`config.mk`:
```
export PLATFORM = sky130hd
export DESIGN_NAME = nco_sweep_ctrl
export DESIGN_NICKNAME = d
export VERILOG_FILES = /design/src/rtl/nco_pkg.sv /design/src/rtl/nco_settle_cnt.sv /design/src/rtl/nco_sweep_ctrl.sv
export SDC_FILE = /design/constraint.sdc
export NUM_CORES = 1
export LEC_CHECK = 0
export ABC_CLOCK_PERIOD_IN_PS = 8450
export CORE_MARGIN = 8
export CORE_UTILIZATION = 61
export CTS_CLUSTER_DIAMETER = 120
export DETAILED_ROUTE_END_ITERATION = 8
export PLACE_DENSITY = 0.95
export SLEW_MARGIN = 20
export SYNTH_ARGS = -nofsm -noshare
export SYNTH_HDL_FRONTEND = slang
export SYNTH_HIERARCHICAL = 1
export SYNTH_SLANG_ARGS = --single-unit
```
`constraint.sdc`:
```
create_clock -name clk -period 8.45 [get_ports clk]
set_input_delay 1.69 -clock clk [delete_from_list [all_inputs] [get_ports clk]]
set_output_delay 1.69 -clock clk [all_outputs]
set_load 0.01 [all_outputs]
```
`src/rtl/nco_pkg.sv`:
```
// Shared encodings for the NCO sweep controller: plan modes, sequencer states
// and the default FCW width used by the DDS.
package nco_pkg;

    localparam int DEF_FCW_W = 15;

    typedef enum logic [1:0] {
        MODE_SINGLE = 2'd0,
        MODE_UP     = 2'd1,
        MODE_TRI    = 2'd2,
        MODE_RSVD   = 2'd3
    } mode_t;

    typedef enum logic [2:0] {
        ST_IDLE,
        ST_LOAD,
        ST_RUN,
        ST_STEP,
        ST_FIN
    } state_t;

    // The reserved encoding behaves like a held single tone.
    function automatic logic holds_tone(input mode_t m);
        return (m == MODE_SINGLE) || (m == MODE_RSVD);
    endfunction

endpackage

```
`src/rtl/nco_settle_cnt.sv`:
```
// Settle counter: data_valid rises PIPE_LAT cycles after the last clear and
// drops in the same cycle that a new hop appears on the FCW.
module nco_settle_cnt #(
    parameter int PIPE_LAT = 24
) (
    input  logic clk,
    input  logic rst_n,
    input  logic clear,
    output logic data_valid
);
    localparam int CNT_W = $clog2(PIPE_LAT + 1);

    logic [CNT_W-1:0] cnt;

    // clear is the next-cycle hop, so both registers line up with hop_strobe.
    always_ff @(posedge clk or negedge rst_n) begin
        if (!rst_n) begin
            cnt        <= '0;
            data_valid <= 1'b0;
        end else if (clear) begin
            cnt        <= '0;
            data_valid <= 1'b0;
        end else if (cnt != CNT_W'(PIPE_LAT)) begin
            cnt        <= cnt + CNT_W'(1);
            data_valid <= (cnt == CNT_W'(PIPE_LAT - 1));
        end
    end

endmodule

```
`src/rtl/nco_sweep_ctrl.sv`:
```
// Frequency-plan sequencer: accepts a sweep configuration and steps the DDS
// FCW through single-tone, up-sweep or triangle plans with per-tone dwell.
module nco_sweep_ctrl
    import nco_pkg::*;
#(
    parameter int FCW_W    = DEF_FCW_W,
    parameter int STEPS_W  = 8,
    parameter int DWELL_W  = 16,
    parameter int PIPE_LAT = 24
) (
    input  logic               clk,
    input  logic               rst_n,
    input  logic               cfg_valid,
    output logic               cfg_ready,
    input  logic [FCW_W-1:0]   cfg_fcw_start,
    input  logic [FCW_W-1:0]   cfg_fcw_step,
    input  logic [STEPS_W-1:0] cfg_steps,
    input  logic [DWELL_W-1:0] cfg_dwell,
    input  logic [1:0]         cfg_mode,
    input  logic               cfg_repeat,
    input  logic               start,
    input  logic               abort,
    output logic [FCW_W-1:0]   fcw,
    output logic               initial_phase,
    output logic               hop_strobe,
    output logic               data_valid,
    output logic               busy,
    output logic               done
);
    localparam int IDX_W = STEPS_W + 1;

    state_t             state;
    logic [FCW_W-1:0]   sh_fcw_start;
    logic [FCW_W-1:0]   sh_fcw_step;
    logic [STEPS_W-1:0] sh_steps;
    logic [DWELL_W-1:0] sh_dwell;
    mode_t              sh_mode;
    logic               sh_repeat;

    logic [DWELL_W-1:0] dwell_cnt;
    logic [IDX_W-1:0]   tone_idx;
    logic               dir_up;

    logic               cfg_fire;
    logic [FCW_W-1:0]   plan_fcw;
    logic [DWELL_W-1:0] plan_dwell_raw;
    logic [DWELL_W-1:0] plan_dwell;
    logic [DWELL_W-1:0] reload_dwell;
    logic [IDX_W-1:0]   last_idx;
    logic               running;
    logic               expire;
    logic               more_tones;
    logic               begin_plan;
    logic               hop_next;
    logic               settle_clear;

    // A handshake in the same cycle as start bypasses the shadow registers.
    always_comb begin
        cfg_fire       = cfg_valid && cfg_ready;
        plan_fcw       = cfg_fire ? cfg_fcw_start : sh_fcw_start;
        plan_dwell_raw = cfg_fire ? cfg_dwell : sh_dwell;
        plan_dwell     = (plan_dwell_raw == '0) ? DWELL_W'(1) : plan_dwell_raw;
        reload_dwell   = (sh_dwell == '0) ? DWELL_W'(1) : sh_dwell;
        last_idx       = (sh_mode == MODE_TRI) ? {sh_steps, 1'b0} : {1'b0, sh_steps};
        running        = (state == ST_LOAD) || (state == ST_RUN) || (state == ST_STEP);
        expire         = running && !holds_tone(sh_mode) && (dwell_cnt == DWELL_W'(1));
        more_tones     = (tone_idx != last_idx);
        begin_plan     = !abort && (((state == ST_IDLE) && start) ||
                                    ((state == ST_FIN) && sh_repeat));
        hop_next       = begin_plan || (!abort && expire && more_tones);
        settle_clear   = abort || hop_next || (state == ST_IDLE) ||
                         ((state == ST_FIN) && !sh_repeat);
    end

    // LOAD and STEP count as the first dwell cycle of their tone, so with a
    // dwell of one the expiry is taken straight out of those states.
    always_ff @(posedge clk or negedge rst_n) begin
        if (!rst_n) begin
            state         <= ST_IDLE;
            sh_fcw_start  <= '0;
            sh_fcw_step   <= '0;
            sh_steps      <= '0;
            sh_dwell      <= '0;
            sh_mode       <= MODE_SINGLE;
            sh_repeat     <= 1'b0;
            dwell_cnt     <= '0;
            tone_idx      <= '0;
            dir_up        <= 1'b1;
            fcw           <= '0;
            initial_phase <= 1'b0;
            hop_strobe    <= 1'b0;
            busy          <= 1'b0;
            done          <= 1'b0;
            cfg_ready     <= 1'b1;
        end else begin
            initial_phase <= 1'b0;
            done          <= 1'b0;
            hop_strobe    <= hop_next;
            if (cfg_fire) begin
                sh_fcw_start <= cfg_fcw_start;
                sh_fcw_step  <= cfg_fcw_step;
                sh_steps     <= cfg_steps;
                sh_dwell     <= cfg_dwell;
                sh_mode      <= mode_t'(cfg_mode);
                sh_repeat    <= cfg_repeat;
            end
            if (abort) begin
                state     <= ST_IDLE;
                busy      <= 1'b0;
                cfg_ready <= 1'b1;
            end else begin
                case (state)
                    ST_IDLE, ST_FIN: begin
                        if (begin_plan) begin
                            state         <= ST_LOAD;
                            busy          <= 1'b1;
                            cfg_ready     <= 1'b0;
                            fcw           <= plan_fcw;
                            initial_phase <= 1'b1;
                            dwell_cnt     <= plan_dwell;
                            tone_idx      <= '0;
                            dir_up        <= 1'b1;
                        end else if (state == ST_FIN) begin
                            state     <= ST_IDLE;
                            busy      <= 1'b0;
                            cfg_ready <= 1'b1;
                        end
                    end
                    default: begin
                        if (holds_tone(sh_mode)) begin
                            state <= ST_RUN;
                        end else if (expire) begin
                            if (more_tones) begin
                                state     <= ST_STEP;
                                fcw       <= dir_up ? fcw + sh_fcw_step : fcw - sh_fcw_step;
                                tone_idx  <= tone_idx + IDX_W'(1);
                                dwell_cnt <= reload_dwell;
                                if ((sh_mode == MODE_TRI) && dir_up &&
                                    (tone_idx + IDX_W'(1) == {1'b0, sh_steps}))
                                    dir_up <= 1'b0;
                            end else begin
                                state <= ST_FIN;
                                done  <= 1'b1;
                            end
                        end else begin
                            state     <= ST_RUN;
                            dwell_cnt <= dwell_cnt - DWELL_W'(1);
                        end
                    end
                endcase
            end
        end
    end

    nco_settle_cnt #(
        .PIPE_LAT(PIPE_LAT)
    ) u_settle (
        .clk       (clk),
        .rst_n     (rst_n),
        .clear     (settle_clear),
        .data_valid(data_valid)
    );

endmodule

```
; Word-level counts from Yosys, hierarchy flattened
; Index checks and enable logic that the tools add are counted.
[totals]
register_bits = 112
in_bits = 62
output_inout_bits = 21
word_cells = 130
[op_classes]
n_addsub = 5
eq_ne = 15
mux = 54
n_bitwise = 1
n_reduce_logical = 37
[ops]
columns = cell, n
row1 = $mux W16, 8
row2 = $mux W15, 7
row3 = $mux W9, 6
row4 = $logic_not A16 Y1, 2
row5 = $mux W1, 24
row6 = $mux W3, 7
row7 = $eq A16 B1 Y1 const B, 1
row8 = $sub A16 B1 Y16 const B, 1
row9 = $add A15 B15 Y15, 1
row10 = $sub A15 B15 Y15, 1
row11 = $logic_and A1 B1 Y1, 11
row12 = $mux W5, 2
row13 = $reduce_bool A2 Y1, 5
row14 = $add A9 B1 Y9 const B, 1
row15 = $eq A9 B8 Y1, 1
row16 = $ne A9 B9 Y1, 1
row17 = $logic_or A1 B1 Y1, 8
row18 = $eq A3 B2 Y1 const B, 2
row19 = $reduce_and A6 Y1, 1
row20 = $add A5 B1 Y5 const B, 1
row21 = $eq A5 B5 Y1 const B, 1
row22 = $ne A5 B5 Y1 const B, 1
row23 = $reduce_and A5 Y1, 1
row24 = $eq A2 B2 Y1 const B, 2
row25 = other kinds (14), 16

; Longest topological paths before layout
[depth]
ltp_word = 12
depth_mapped = 13
mapped_depth_nobuf = 13

; Modules after synthesis
; Netlist, hierarchy kept.
[by_module_without_submodules]
columns = mod, n_inst, cells_per_inst, area_per_inst_um2, seq_area_each_um2
row1 = nco_sweep_ctrl, 1, 639, 6282.3, 2655.0
row2 = nco_settle_cnt, 1, 30, 332.8, 150.1

; Worst setup path after synthesis
; OpenSTA, ideal clock, no wires.
[synth_path]
path_type = input to register
from = input start
to = register dwell_cnt[5]
setup_time_ns = 0.119
arrival_time_ns = 2.958
t_required_ns = 8.331
setup_slack_ns = 5.373
cell_stages = 7
path_buffers = 1
cell_sequence = mux2i_1 -> nor3_4 -> nor2_1 -> a221oi_2 -> buf_2 -> o221ai_1 -> o21a_1
[synth_via]
elab_chain_len = 5
[synth_rtl]
columns = element, line
row1 = "start, declared", nco_sweep_ctrl.sv:21  ; input logic start,
row2 = $logic_and A1 B1 Y1, nco_sweep_ctrl.sv:68  ; begin_plan = !abort && (((state == ST_IDLE) && start) ||
row3 = $logic_or A1 B1 Y1, nco_sweep_ctrl.sv:68
row4 = $logic_and A1 B1 Y1, nco_sweep_ctrl.sv:68
row5 = $ne A2 B2 Y1 (no source line), --
row6 = $reduce_and A4 Y1 (no source line), --
row7 = "end signal, assigned", nco_sweep_ctrl.sv:120  ; dwell_cnt <= plan_dwell;
row8 = "end signal, assigned", nco_sweep_ctrl.sv:137  ; dwell_cnt <= reload_dwell;
row9 = "end signal, assigned", nco_sweep_ctrl.sv:147  ; dwell_cnt <= dwell_cnt - DWELL_W'(1);
row10 = "end, declared", nco_sweep_ctrl.sv:40  ; logic [DWELL_W-1:0] dwell_cnt;
; Every way passes these cells.
; A chain may end at the register's enable or synchronous reset.

; Final worst setup path
[layout_path]
from = input abort
to = register tone_idx[3]
[layout_via]
elab_chain_len = 4
elab_cells_between_ends = 5
cone_classes = eq/ne: 1 / bitwise: 1 / reduce/logical: 3
[layout_rtl]
columns = element, line
row1 = "start, declared", nco_sweep_ctrl.sv:22  ; input logic abort,
row2 = $logic_not A1 Y1, nco_sweep_ctrl.sv:68
row3 = $logic_and A1 B1 Y1, nco_sweep_ctrl.sv:68
row4 = $ne A2 B2 Y1 (no source line), --
row5 = $reduce_and A5 Y1 (no source line) (*), --
row6 = "end signal, assigned", nco_sweep_ctrl.sv:136  ; tone_idx <= tone_idx + IDX_W'(1);
row7 = "end, declared", nco_sweep_ctrl.sv:41  ; logic [IDX_W-1:0] tone_idx;
; Mark *: on every way between the ends. The rest lies on a longest branch, timed or not.

==> flow_results.org <==
** Detailed routing
- Via Count :: around 5,500
- The count of nets left with antenna violations once routing finished came out at 0.
- The first TritonRoute pass finished after 7 iterations.
- Dividing the detail-routed via count by the number of cells gives between 6 and 7.
- Wires add up to between 15 and 20 mm.
- Dividing the detail-routed wire length by the instance count gives about 19 µm.
- After detailed routing, the number of remaining DRC violations is 0.
- DRT iter0 DRCs :: a little under 500

** Synth
- Of the synthesized area, sequential elements account for between 40% and 50%.
- Synthesized netlist net count :: approximately 760
- Among all flip-flop cells after synthesis, the most frequent one is dfrtp_1.
- For this run, asynchronously set or reset flops after synthesis account for 100.0%.
- Number of synthesized flops with an enable pin :: 0
- Number of flip-flops and latches in the synthesized netlist :: approximately 110
- Synthesis Warnings :: 6
- In this run, distinct cell masters in the synthesized netlist total just over 60.
- Yosys attributes the largest share of cell area to dfrtp_1, mux2_2, xor2_1.
- The average instance in the mapped netlist occupies 9.888 µm².
- Synth Instances :: approximately 670
- Post-synthesis instance area :: 6615 µm²
- Top-area cell type share of the netlist area :: about two fifths
- dfrtp_1 takes more of the synthesized area than any other cell.

** Die
- The region available for standard cell placement spans around 11,000 µm².
- After floorplanning, the core was divided into 38 placement rows.
- Die H :: 120.1 µm
- Ports placed on the boundary :: slightly above 80
- The floorplan step set the die width to about 120 µm.
- Initial core utilization :: between 60% and 70%
- The die covers between 10,000 and 15,000 µm².

** GRT
- Peak-usage layer in the global routing report :: met2
- Global Route met1 Usage :: 26.64%
- The via count of the first global-routing pass came to 5,817.
- Global routing used roughly a quarter of the available tracks across all layers.
- The first global-routing pass estimated approximately 28 mm of wire.
- In the global route stage, met3 resource usage came out at between 4 and 5%.
- Antenna violations before repair :: 0
- The total overflow left after global routing is 0.
- Entering global routing, the biggest net connects between 60 and 70 pins.
- For met2 alone, demand over resource in global routing was around two fifths.

** Setup path
- Element type at the critical path start :: input port
- STA classifies the critical path endpoint as a flip-flop.
- Across all register-to-register paths, the minimum setup slack is around 4.9 ns.
- Worst path required time :: 8.72 ns
- For the worst setup path, the data arrival time is 3.98 ns.
- Maximum fanout encountered on the critical timing path :: 30
- Critical path class :: input port to flip-flop

** Flow run
- Across the run, the number of max-cap violations was 0.

** Placed design
- Routability-driven placement finished with a final weighted congestion of ~1.
- Detailed placement ended at an HPWL of about 12 mm.
- Buffers placed on the I/O ports in this run total between 80 and 90.
- Before CTS, the worst setup slack after placement is about 4.4 ns.

** Clock tree
- CTS HTree Levels :: 3
- In this run the deepest clock path goes through 2 buffers.
- Clock latency at the later pin of the worst-skew pair :: approximately 0.38 ns
- Number of sinks driven by the clock tree :: ~110
- Buffers inserted during post-CTS setup optimization :: 0
- The root buffer cell chosen for the clock tree is clkbuf_8.
- After clock tree synthesis, the flow added hold-fix buffers numbering 0.
- After clock tree synthesis, the clock-pin slew on the worst setup and hold paths is 0.11 ns.
- Number of resized instances in the post-cts repair step :: 0
- TritonCTS clock tree :: done
- Counting the buffers created by CTS gives 9.

** Layout
- From synthesis to final layout, the design area changed by 16.13%.
- The library cell used most frequently in the layout, excluding fill and tap cells, is dfrtp_1.
- Share of the core filled with cells :: approximately 72%
- Commonest cells after routing, fill and taps aside :: dfrtp_1, clkdlybuf4s50_1, nor2_1
- Post-layout nets :: 823
- Diode count :: 0
- Fraction of layout cells with a size suffix above 1 :: about an eighth

** Timing
- The number of pins exceeding their max-slew limit in the final report was 0.
- Unrepaired setup endpoints after global routing :: no
- The clock arrives with 0.01003 ns of skew.
- Final period util :: ~44%
- For the finished layout, the period the worst path requires is about 3.7 ns.
- Derived from the worst setup path, the maximum achievable clock frequency is approximately 0.27 GHz.
- Post-route setup TNS :: 0 ns
- Setup violations remaining at the end of the flow were counted as 0.
- Worst slew slack as a fraction of its limit :: 25.77%
- For the pin with the worst max-slew slack, the measured transition is between 1 and 1.5 ns.
- Final hold violation count :: 0
- Once routing completed, OpenROAD measured the worst setup slack at approximately 4.7 ns.

** Min path
- Hold Path Class :: flip-flop to flip-flop

** Power and ir drop
- Overall power after layout :: roughly 0.0018 W
- IR analysis of the VDD net gives a maximum drop of ~0.13 mV.
- Leakage power total :: around 3.2 nW
- Power density relative to cell area :: between 200 and 250 nW/µm²

** Outcome
- Status :: finished clean
-- synthesized netlist by cell type (all sizes together), types with 12 or more instances --
| cell | instances |
|---|---|
| ha | 24 |
| nand2 | 45 |
| a211oi | 12 |
| xor2 | 36 |
| mux2 | 55 |
| a31oi | 12 |
| clkbuf | 18 |
| nor4 | 13 |
| nor2 | 62 |
| dfrtp | 110 |
| inv | 28 |
| nand3 | 18 |
| a21oi | 43 |
| o21ai | 26 |
| buf | 12 |
| nor3 | 21 |
| mux2i | 16 |
| xnor2 | 21 |
-- final timing paths --
kind / startpoint / endpoint / cells after the start
min: busy / busy / 1
max in group asynchronous: rst_n / sh_steps[0] / 2
max: abort / tone_idx[3] / 7
max reg2reg: sh_fcw_step[4] / fcw[13] / 11
min in group asynchronous: rst_n / sh_fcw_start[8] / 1
min reg2reg: busy / busy / 1
-- through the flow --
stage                     cell area, µm²  std cells  hold slack [ns]
after detailed placement            7508        865           0.4680
after CTS                           7682        881           0.4919
final                               7682        881           0.4900
after global placement              7508        865           0.4687
after global routing                7682        881           0.5088
after floorplan                     6615        669           0.4669
-- state kept, by name, indices dropped and copies added, names as in the netlist --
register and cells:
dwell_cnt 16, sh_dwell 16, fcw 15, sh_fcw_start 15, sh_fcw_step 15, tone_idx 9
sh_steps 8, u_settle/cnt 5, state 3, sh_mode 2, busy 1, cfg_ready 1
dir_up 1, done 1, hop_strobe 1, initial_phase 1, sh_repeat 1, u_settle/data_valid 1
-- layer usage --
| metal | routed length, µm | vias to the layer above |
|---|---|---|
| li1 | - | 2529 |
| met1 | 6589 | 2630 |
| met2 | 8421 | 282 |
| met3 | 1294 | 55 |
| met4 | 568 | 0 |
| met5 | 0 | - |
-- critical path: stages --
cell,delay [ns]
clkdlybuf4s50_1,0.53
nor3_1,0.24
o41a_1,0.56
nor2_8,0.11
inv_2,0.47
nand2_1,0.10
a22o_1,0.26
-- layout make-up --
type / instances / area, µm²
fillers: 720 / 3015
clock inverters: 5 / 32.53
multi-input cells: 499 / 3575
inverters: 28 / 105.1
flip-flops and latches: 112 / 2805
well taps: 140 / 175.2
clock buffers: 11 / 141.4
repair buffers: 86 / 848.3
-- where the power goes --
part / internal, W / switching [W] / total [W]
logic: 0.000349 / 0.000380 / 0.000729
clock network: 0.000115 / 0.000187 / 0.000302
registers: 0.000645 / 0.000128 / 0.000773
total: 0.00111 / 0.000695 / 0.00180
-- logic make-up after synthesis --
logic type                 Yosys count  share of synthesized area [%]
adders and majority gates           25                          4.842
and+or+nand+nor                    208                          15.93
buffers and inverters               58                          3.707
muxes                               71                          11.84
DFF                                112                          42.41
xor gates and xnor gates            57                          7.547
AOI/OAI and AO/OA                  138                          13.73
No activity file was read; power rests on OpenSTA's default activity.
==> edit (same settings) <==
Re-encode `state_t` (5 states) as one-hot, 5 bits wide.
--- a/src/rtl/nco_pkg.sv
+++ b/src/rtl/nco_pkg.sv
@@ -13,8 +13,8 @@
 
-    typedef enum logic [2:0] {
-        ST_IDLE,
-        ST_LOAD,
-        ST_RUN,
-        ST_STEP,
-        ST_FIN
+    typedef enum logic [4:0] {
+        ST_IDLE = 5'b00001,
+        ST_LOAD = 5'b00010,
+        ST_RUN  = 5'b00100,
+        ST_STEP = 5'b01000,
+        ST_FIN  = 5'b10000
     } state_t;
Check against the original RTL: same outputs for any inputs over 4 cycles, from zero or initial values and one cycle with rst_n low; so few cycles prove little.
==> edit against the original RTL <==
- utilization grew 4.1 points
- clock skew shrank 0.0019 ns
- total power grew 30%
- cell area grew 7.2%
- non-clock buffer count grew 1
- worst hold slack gained 0.0025 ns
- sequential cell count grew 2
- area after synthesis grew 2.0%
- setup slack lost 0.70 ns
- routed wire length grew 3.9%
- sequential share of layout area shrank 1.8 points
- critical path type unchanged
- largest cell class unchanged
==> edit: results <==
[run_status]
status = "finished clean"

[routing]
drt-initial-drc-count = 635
totalWireLength_mm = 17.54
dr.pass1.iters = 5
detailroute.via_count = 5805

[synth]
yosysSeqAreaShare_pct = 42.32
synth_cells = 691
yosys-top-cells-area = "dfrtp_1 (41%), mux2_2 (10%), ha_1 (4.4%)"
synth_compound_area_share_pct = 14.31
synth_nets = 778
synth.area.mux_share_pct = 12.03

[power]
max-vdd-ir-drop_mv = 0.1770
p_leak_uw = 0.003366

[worst_setup_path]
reg2reg_from = "dwell_cnt[7]"
ff2ff_setup_slack_ns = 4.35
rr_worst_depth = 6
reg2reg_to = "u_settle/cnt[3]"
cp.arrival_ns = 4.81

[clocking]
numCtsBuffers = 17
root_buffer = "clkbuf_8"
clkSlewWorstSetupHoldPaths_ns = 0.05
clk_latency_ns = 0.53

[grt]
groute.usage.overall_pct = 24.62
first_global_vias = 5917
grt_max_degree = 66

[worst_hold_path]
min_delay_worst_endpoint = "sh_fcw_start[11]"

[finish]
final_nets = 848
layout-drive-gt1-share_pct = 15.14
fillers = 707
final-instance-count-excl-fill = 913

[placement]
dp_cells = 882
placed_area_sq_um = 7662
gp_congestion = 0.9281
## edit: through the flow
step	power (uW)	hold WS, ns	setup slack, ns
global placement	1587	0.4742	3.821
CTS	2339	0.4969	4.153
finish	2343	0.4924	4.050
global route	2478	0.5063	3.892
floorplan	1366	0.4643	5.092
detailed placement	1641	0.4847	3.672
## edit: worst max-delay path by stage
| stage | from | endpoint | slack (ns) | depth (start not counted) |
|---|---|---|---|---|
| finish | start | tone_idx[7] | 4.05 | 9 |
| global route | start | tone_idx[7] | 3.89 | 9 |
| CTS | start | tone_idx[7] | 4.15 | 9 |
| detailed placement | start | tone_idx[7] | 3.67 | 9 |
| global placement | start | tone_idx[7] | 3.82 | 9 |
| floorplan | cfg_valid | sh_fcw_step[0] | 5.09 | 5 |
## edit: logic make-up after synthesis
kind of cell,count (synthesis)
buffers and inverters,53
adder cells (fa/ha/maj),25
multiplexers,73
AND/OR/NAND/NOR,230
AO/OA/AOI/OAI,150
flip-flops,114
XOR/XNOR,46
## edit: where the power goes
group | total (uW) | leakage (uW) | switching, uW | internal (uW)
Clock | 675 | 0.000283 | 238 | 437
Combinational | 851 | 0.00173 | 442 | 409
Sequential | 817 | 0.00135 | 150 | 667
Total | 2340 | 0.00337 | 830 | 1510
## edit: layout make-up
cell class                 count  area, sq um  area share (%)
clock inverter                 2        12.51          0.1520
tap                          140        175.2           2.127
clock buffer                  29        559.3           6.792
sequential                   114         2856           34.69
timing repair buffer          87        855.8           10.39
multi-input combinational    524         3711           45.07
inverter                      17        63.81          0.7750
## edit: layer usage
metal | track usage (%) | vias to the layer above | part of all wire [%] | wire [um]
li1 | - | 2666 | - | -
met1 | 28.91 | 2852 | 41 | 7104
met2 | 42.04 | 239 | 50 | 8831
met3 | 6.142 | 48 | 6.4 | 1119
met5 | 0 | - | 0 | 0
met4 | 10.56 | 0 | 2.8 | 485
## edit: critical path: stages
cell and delay, ns:
clkdlybuf4s50_1 0.50, nand3b_1 0.14, a211oi_1 0.61, a221oi_1 0.13, o2bb2ai_1 0.17, buf_4 0.23
inv_1 0.54, nand2_1 0.37, o41ai_1 0.43
